===== config.mk =====
export PLATFORM = sky130hd
export DESIGN_NAME = pong_bram_arbiter
export DESIGN_NICKNAME = d
export VERILOG_FILES = /design/src/rtl/pong_mem_pkg.sv /design/src/rtl/pong_bram_arbiter_rr_grant.sv /design/src/rtl/pong_bram_arbiter.sv
export SDC_FILE = /design/constraint.sdc
export NUM_CORES = 1
export LEC_CHECK = 0
export ABC_AREA = 0
export CAP_MARGIN = 10
export CORE_AREA = 2 2 89 91
export DETAILED_ROUTE_END_ITERATION = 12
export DIE_AREA = 0 0 91 93
export PLACE_DENSITY = 0.95
export SKIP_CTS_REPAIR_TIMING = 1
export SYNTH_ARGS = -nofsm -noshare
export SYNTH_HDL_FRONTEND = slang
export SYNTH_HIERARCHICAL = 1
export SYNTH_SLANG_ARGS = --single-unit

===== constraint.sdc =====
create_clock -name clk -period 3.83 [get_ports clk]
set_clock_uncertainty 0.1 [all_clocks]
set_input_delay 0.766 -clock clk [delete_from_list [all_inputs] [get_ports clk]]
set_output_delay 0.766 -clock clk [all_outputs]
set_load 0.01 [all_outputs]

===== src/rtl/pong_mem_pkg.sv =====
// Shared definitions for the Pong game-state memory: register map,
// requester indices and the read-response tag carried through the
// arbiter's latency pipeline.
package pong_mem_pkg;

   // Game-state register map in the BRAM address space
   localparam logic [15:0] PADDLE1_Y_ADDR  = 16'h8002;
   localparam logic [15:0] PADDLE2_Y_ADDR  = 16'h8004;
   localparam logic [15:0] BALL_X_ADDR     = 16'h8008;
   localparam logic [15:0] BALL_Y_ADDR     = 16'h8009;
   localparam logic [15:0] P1_SCORE_ADDR   = 16'h800D;
   localparam logic [15:0] P2_SCORE_ADDR   = 16'h800E;
   localparam logic [15:0] GAME_STATE_ADDR = 16'h800F;

   // Requester indices on the arbiter
   localparam int REQ_VGA  = 0;
   localparam int REQ_PHYS = 1;
   localparam int REQ_DBG  = 2;

   // Index width covers up to four requesters
   localparam int IDX_W = 2;

   // Response tag: a read in flight and who gets its data
   typedef struct packed {
      logic             valid;
      logic [IDX_W-1:0] index;
   } rsp_tag_t;

endpackage


===== src/rtl/pong_bram_arbiter_rr_grant.sv =====
// rr_grant: combinational round-robin pick. The search starts one past
// the pointer (modulo NUM_REQ) and grants the first valid requester.
module rr_grant
   import pong_mem_pkg::*;
#(
   parameter int NUM_REQ = 3
)
(
   input  logic [NUM_REQ-1:0] valid,
   input  logic [IDX_W-1:0]   ptr,
   output logic [NUM_REQ-1:0] grant,
   output logic [IDX_W-1:0]   grant_idx,
   output logic               grant_any
);

   // Walk the requesters in rotating order starting after the pointer
   always_comb begin
      int cand;
      grant     = '0;
      grant_idx = '0;
      grant_any = 1'b0;
      cand      = 0;
      for (int off = 1; off <= NUM_REQ; off++) begin
         cand = (int'(ptr) + off) % NUM_REQ;
         if (!grant_any && valid[cand]) begin
            grant[cand] = 1'b1;
            grant_idx   = IDX_W'(cand);
            grant_any   = 1'b1;
         end
      end
   end

endmodule


===== src/rtl/pong_bram_arbiter.sv =====
// pong_bram_arbiter: shares BRAM port B among NUM_REQ requesters with a
// valid/ready handshake, round-robin grant and one command per cycle.
// Read data returns on a shared bus with a per-requester strobe
// RD_LATENCY+1 edges after the transfer edge.
// Build option: define ARB_FIXED_PRIO0_EN to give requester 0 (VGA)
// absolute priority; the others then rotate among themselves.
module pong_bram_arbiter
   import pong_mem_pkg::*;
#(
   parameter int NUM_REQ    = 3,
   parameter int ADDR_W     = 16,
   parameter int DATA_W     = 16,
   parameter int RD_LATENCY = 2
)
(
   input  logic                      clk,
   input  logic                      reset,
   input  logic [NUM_REQ-1:0]        req_valid,
   input  logic [NUM_REQ-1:0]        req_we,
   input  logic [NUM_REQ*ADDR_W-1:0] req_addr,
   input  logic [NUM_REQ*DATA_W-1:0] req_wdata,
   output logic [NUM_REQ-1:0]        req_ready,
   output logic [NUM_REQ-1:0]        rsp_valid,
   output logic [DATA_W-1:0]         rsp_rdata,
   output logic [ADDR_W-1:0]         bram_addr,
   output logic [DATA_W-1:0]         bram_wdata,
   output logic                      bram_we,
   input  logic [DATA_W-1:0]         q_b
);

   localparam int TAG_DEPTH = RD_LATENCY + 1;

   logic [IDX_W-1:0]   ptr_q, ptr_d;
   logic [NUM_REQ-1:0] rr_valid;
   logic [NUM_REQ-1:0] rr_grant_vec;
   logic [IDX_W-1:0]   rr_idx;
   logic               rr_any;
   logic [NUM_REQ-1:0] grant;
   logic [IDX_W-1:0]   grant_idx;
   logic               grant_any;
   logic               ptr_upd;

   logic [ADDR_W-1:0]  cmd_addr;
   logic [DATA_W-1:0]  cmd_wdata;
   logic               cmd_we;

   logic [ADDR_W-1:0]  bram_addr_q, bram_addr_d;
   logic [DATA_W-1:0]  bram_wdata_q, bram_wdata_d;
   logic               bram_we_q, bram_we_d;
   logic [DATA_W-1:0]  rsp_rdata_q, rsp_rdata_d;
   logic [NUM_REQ-1:0] rsp_valid_q, rsp_valid_d;
   rsp_tag_t           tag_q [TAG_DEPTH];
   rsp_tag_t           tag_d [TAG_DEPTH];

   rr_grant #(.NUM_REQ(NUM_REQ)) u_rr_grant (
      .valid     (rr_valid),
      .ptr       (ptr_q),
      .grant     (rr_grant_vec),
      .grant_idx (rr_idx),
      .grant_any (rr_any)
   );

`ifdef ARB_FIXED_PRIO0_EN
   // Requester 0 overrides the rotation; the pointer only tracks the others
   always_comb begin
      rr_valid    = req_valid;
      rr_valid[0] = 1'b0;
      grant       = rr_grant_vec;
      grant_idx   = rr_idx;
      grant_any   = rr_any;
      ptr_upd     = rr_any;
      if (req_valid[0]) begin
         grant     = '0;
         grant[0]  = 1'b1;
         grant_idx = '0;
         grant_any = 1'b1;
         ptr_upd   = 1'b0;
      end
   end
`else
   // Pure rotation across every requester
   always_comb begin
      rr_valid  = req_valid;
      grant     = rr_grant_vec;
      grant_idx = rr_idx;
      grant_any = rr_any;
      ptr_upd   = rr_any;
   end
`endif

   // Grant is withheld entirely while reset is held
   assign req_ready = reset ? grant : '0;

   // Select the granted requester's command fields
   always_comb begin
      cmd_addr  = '0;
      cmd_wdata = '0;
      cmd_we    = 1'b0;
      for (int i = 0; i < NUM_REQ; i++) begin
         if (grant[i]) begin
            cmd_addr  = req_addr[i*ADDR_W +: ADDR_W];
            cmd_wdata = req_wdata[i*DATA_W +: DATA_W];
            cmd_we    = req_we[i];
         end
      end
   end

   // Next state: pointer, BRAM command, tag shift and response decode
   always_comb begin
      ptr_d        = ptr_upd ? grant_idx : ptr_q;
      bram_addr_d  = grant_any ? cmd_addr  : bram_addr_q;
      bram_wdata_d = grant_any ? cmd_wdata : bram_wdata_q;
      bram_we_d    = grant_any & cmd_we;

      tag_d[0] = rsp_tag_t'{valid: grant_any & ~cmd_we, index: grant_idx};
      for (int j = 1; j < TAG_DEPTH; j++) begin
         tag_d[j] = tag_q[j-1];
      end

      // Oldest tag lines up with q_b being valid for its read
      rsp_valid_d = '0;
      rsp_rdata_d = rsp_rdata_q;
      if (tag_q[TAG_DEPTH-1].valid) begin
         rsp_rdata_d = q_b;
         for (int i = 0; i < NUM_REQ; i++) begin
            if (tag_q[TAG_DEPTH-1].index == IDX_W'(i)) begin
               rsp_valid_d[i] = 1'b1;
            end
         end
      end
   end

   // State registers with synchronous active-low reset
   always_ff @(posedge clk) begin
      if (!reset) begin
         ptr_q        <= IDX_W'(NUM_REQ - 1);
         bram_addr_q  <= '0;
         bram_wdata_q <= '0;
         bram_we_q    <= 1'b0;
         rsp_rdata_q  <= '0;
         rsp_valid_q  <= '0;
         for (int j = 0; j < TAG_DEPTH; j++) begin
            tag_q[j] <= '0;
         end
      end else begin
         ptr_q        <= ptr_d;
         bram_addr_q  <= bram_addr_d;
         bram_wdata_q <= bram_wdata_d;
         bram_we_q    <= bram_we_d;
         rsp_rdata_q  <= rsp_rdata_d;
         rsp_valid_q  <= rsp_valid_d;
         for (int j = 0; j < TAG_DEPTH; j++) begin
            tag_q[j] <= tag_d[j];
         end
      end
   end

   assign bram_addr  = bram_addr_q;
   assign bram_wdata = bram_wdata_q;
   assign bram_we    = bram_we_q;
   assign rsp_rdata  = rsp_rdata_q;
   assign rsp_valid  = rsp_valid_q;

endmodule


==> key figures <==
Timing
  • Minimum clock period: 3.670 ns
  • Max_slew headroom: 0.3862
  • RSZ-0062 raised after global routing: false
  • Slew @ Worst Pin: ~0.92 ns
  • Tcrit/Tclk final: 0.9581
  • Sum Neg Setup Slack: 0 ns
  • Slew Limit Fails: 0
  • Setup ws final: 0.1604 ns
  • Fin. Hold Viols: 0
  • Setup violations, final: 0
  • Achievable Freq: roughly 270 MHz

Run status
  • Status: finished, final reports clean

Floorplanning
  • IO Pins: 175
  • FP Rows: 32
  • Initial Utilization: 0.4099
  • Die area: 8463 um^2
  • Core ar.: ~7500 um^2
  • Die width: 91 um
  • Die Y: between 90 and 100 um

Place
  • Post-DP HPWL: 7222 um
  • Final Wtd Congestion: 0.9127
  • Buffers on Ports: approximately 170
  • Placed Instances: 574
  • Pre-CTS setup slack: 0.1803 ns

Logic synthesis
  • #FFs+latches synth: 63
  • Post-synth cell types: 38
  • Asr flop ratio synth: 0
  • Synth Area in Compound Gates: 0.2607
  • Synth Area in XOR/XNOR: 0
  • Adder-Cell Fraction of Synth Area: 0.01622
  • Post-Synthesis Cells: 322
  • Area share of the largest cell type after synthesis: 0.4088
  • Simple-gate share of the synthesized area: 0.1630
  • Ys Warns: 6
  • Post-synthesis net count: 446
  • EDFF count, synth: 0
  • Largest family of logic cells by synthesized area: compound AO/OA/AOI/OAI gates
  • Post-Syn Area: between 3000 and 4000 um^2
  • Prevailing post-synth register cell: dfxtp_1
  • Post-Syn Area per Cell: 9.582 um^2
  • Multiplexer share of the synthesized area: 0.06894
  • Synth top area cells: dfxtp_1 (41%), nor2b_1 (6.5%), mux2i_1 (6.2%)
  • Seq/Total Area, Yosys: 0.4088
  • Largest area contributor in the netlist: dfxtp_1

Clock network
  • Clock buffer depth: 2
  • Root buffer selected by CTS: clkbuf_8
  • Cts bufs inserted: 9
  • Worst-Skew Late Latency: 0.33 ns
  • Htree depth: 3
  • # clock sinks: 63
  • Clk slew on worst S/H paths: 0.08 ns
  • CTS tree: done

Cells and area
  • Most frequent cells in the layout: clkdlybuf4s50_1 (173), dfxtp_1 (63), nor2b_1 (32)
  • Nets@finish: 607
  • Synth-to-Final Area Change: 63.79%
  • Fillers: 632
  • Non-Filler Instances: roughly 600
  • Most common cell after layout, fill and taps aside: clkdlybuf4s50_1
  • Layout cells sized above 1: 0.06148
  • Antenna fix cells: 0

Drt
  • DRT Wirelength: 9772 um
  • Vias/cell: 5.286
  • Post-DR wirelength/cell: 16.56 um
  • Antenna Violating Nets Remaining: 0
  • Via Count: approximately 3,100
  • Starting DRC count in detailed routing: 142
  • DRC violations left: 0
  • Pre-antenna DRT Iters: 5

Global routing
  • Total GRT Usage: 0.2284
  • Largest net degree at the start of global routing: 67
  • Number of global-route vias before repair: 3,163
  • Antenna violations before repair: 0
  • Gr ovfl total: 0
  • Global-route wire length before repair: 15,610 um

Setup path
  • Arrival @ worst endpoint: 2.80 ns
  • Critical Path Max Stage Delay: 0.51 ns
  • WS Path Type: in -> out
  • Worst-path fanout max: 6
  • Crit end category: output pin
  • Crit start category: input pin
  • Cell Chain, Critical Path: clkdlybuf4s50_1 -> mux2_2 -> a31oi_1 -> a311oi_1 -> mux2_2 -> and2_1 -> clkdlybuf4s50_1
  • CP max stage cell: clkdlybuf4s50_1
  • Critical Path RT: 2.96 ns

Power
  • Leak Pwr: between 1.5 and 2 nW
  • VDD IR-drop max: 0.0005102 V
  • Tot Pwr: 3.381 mW
  • Pwr per Cell Area: 669.1 nW/um^2

Hold path
  • Hold Path Class: reg -> reg

Job
  • Max-cap violations: 0
==> path summary, 6_finish.rpt <==
kind	from	end	slack, ns	cells after the start
max	req_valid[2]	req_ready[0]	0.16	7
min	tag_q[0][4]	tag_q[0][7]	0.33	1
min reg2reg	tag_q[0][4]	tag_q[0][7]	0.33	1
max reg2reg	ptr_q[0]	bram_addr[7]	0.49	10
==> cell families (layout without fill, tap and decap cells) <==
logic type      count (synthesis)  after routing
simple gates                   79             79
flops                          63             63
mux                            21             21
fa+ha+maj                       4              4
buf+inv                        54            220
compound gates                101            101
==> sequential cells by signal, indices dropped and copies added (netlist names) <==
| name | cells |
|---|---|
| bram_addr | 16 |
| bram_wdata | 16 |
| rsp_rdata | 16 |
| tag_q | 9 |
| rsp_valid | 3 |
| ptr_q | 2 |
| bram_we | 1 |
==> power by group <==
group	internal [mW]	switching, mW
clock	0.301	0.274
combinational	0.943	0.972
sequential	0.810	0.0812
==> cells in the mapped netlist (all sizes together), types with 2 or more instances <==
cell type and instances:
dfxtp 63, nor2b 33, a21oi 23, inv 23
buf 19, mux2i 19, a32o 18, a221o 17
o31ai 16, nand3b 15, a221oi 14, and2 13
clkbuf 11, nand2 7, ha 4, nand2b 4
a21boi 2, mux2 2, nand3 2, nor3 2
nor3b 2, o21ai 2, o21bai 2
==> metrics by stage <==
step / area [um^2] / util / hold slack, ns
5_1_grt: 5054 / 0.6714 / 0.3553
4_1_cts: 5054 / 0.6714 / 0.3321
3_3_place_gp: 4856 / 0.6451 / 0.3163
2_1_floorplan: 3085 / - / 0.3119
6_report: 5054 / 0.6714 / 0.3331
3_5_place_dp: 4856 / 0.6451 / 0.3200
==> routing by layer <==
| metal | share of wire | GRT usage |
|---|---|---|
| met1 | 0.42 | 0.2795 |
| met2 | 0.50 | 0.3951 |
| met3 | 0.069 | 0.06044 |
| met4 | 0.017 | 0.06692 |
| met5 | 0 | 0 |
==> worst max-delay path, delay by kind of cell <==
family / cells / cell delay (ns)
buffers and inverters: 2 / 1.00
AND/OR/NAND/NOR: 1 / 0.15
AO/OA/AOI/OAI: 2 / 0.24
multiplexers: 2 / 0.65
==> cell type report <==
class                   instances  area, um^2  share of cell area
repair buffers                180        1782              0.3526
multi-input cells             205        1595              0.3157
flip-flops and latches         63        1261              0.2496
well taps                     102       127.6             0.02525
clock buffers                   9       123.9             0.02451
inverters                      24       90.09             0.01783
clock inverters                 7       73.82             0.01461
(Power assumes the default switching activity.)
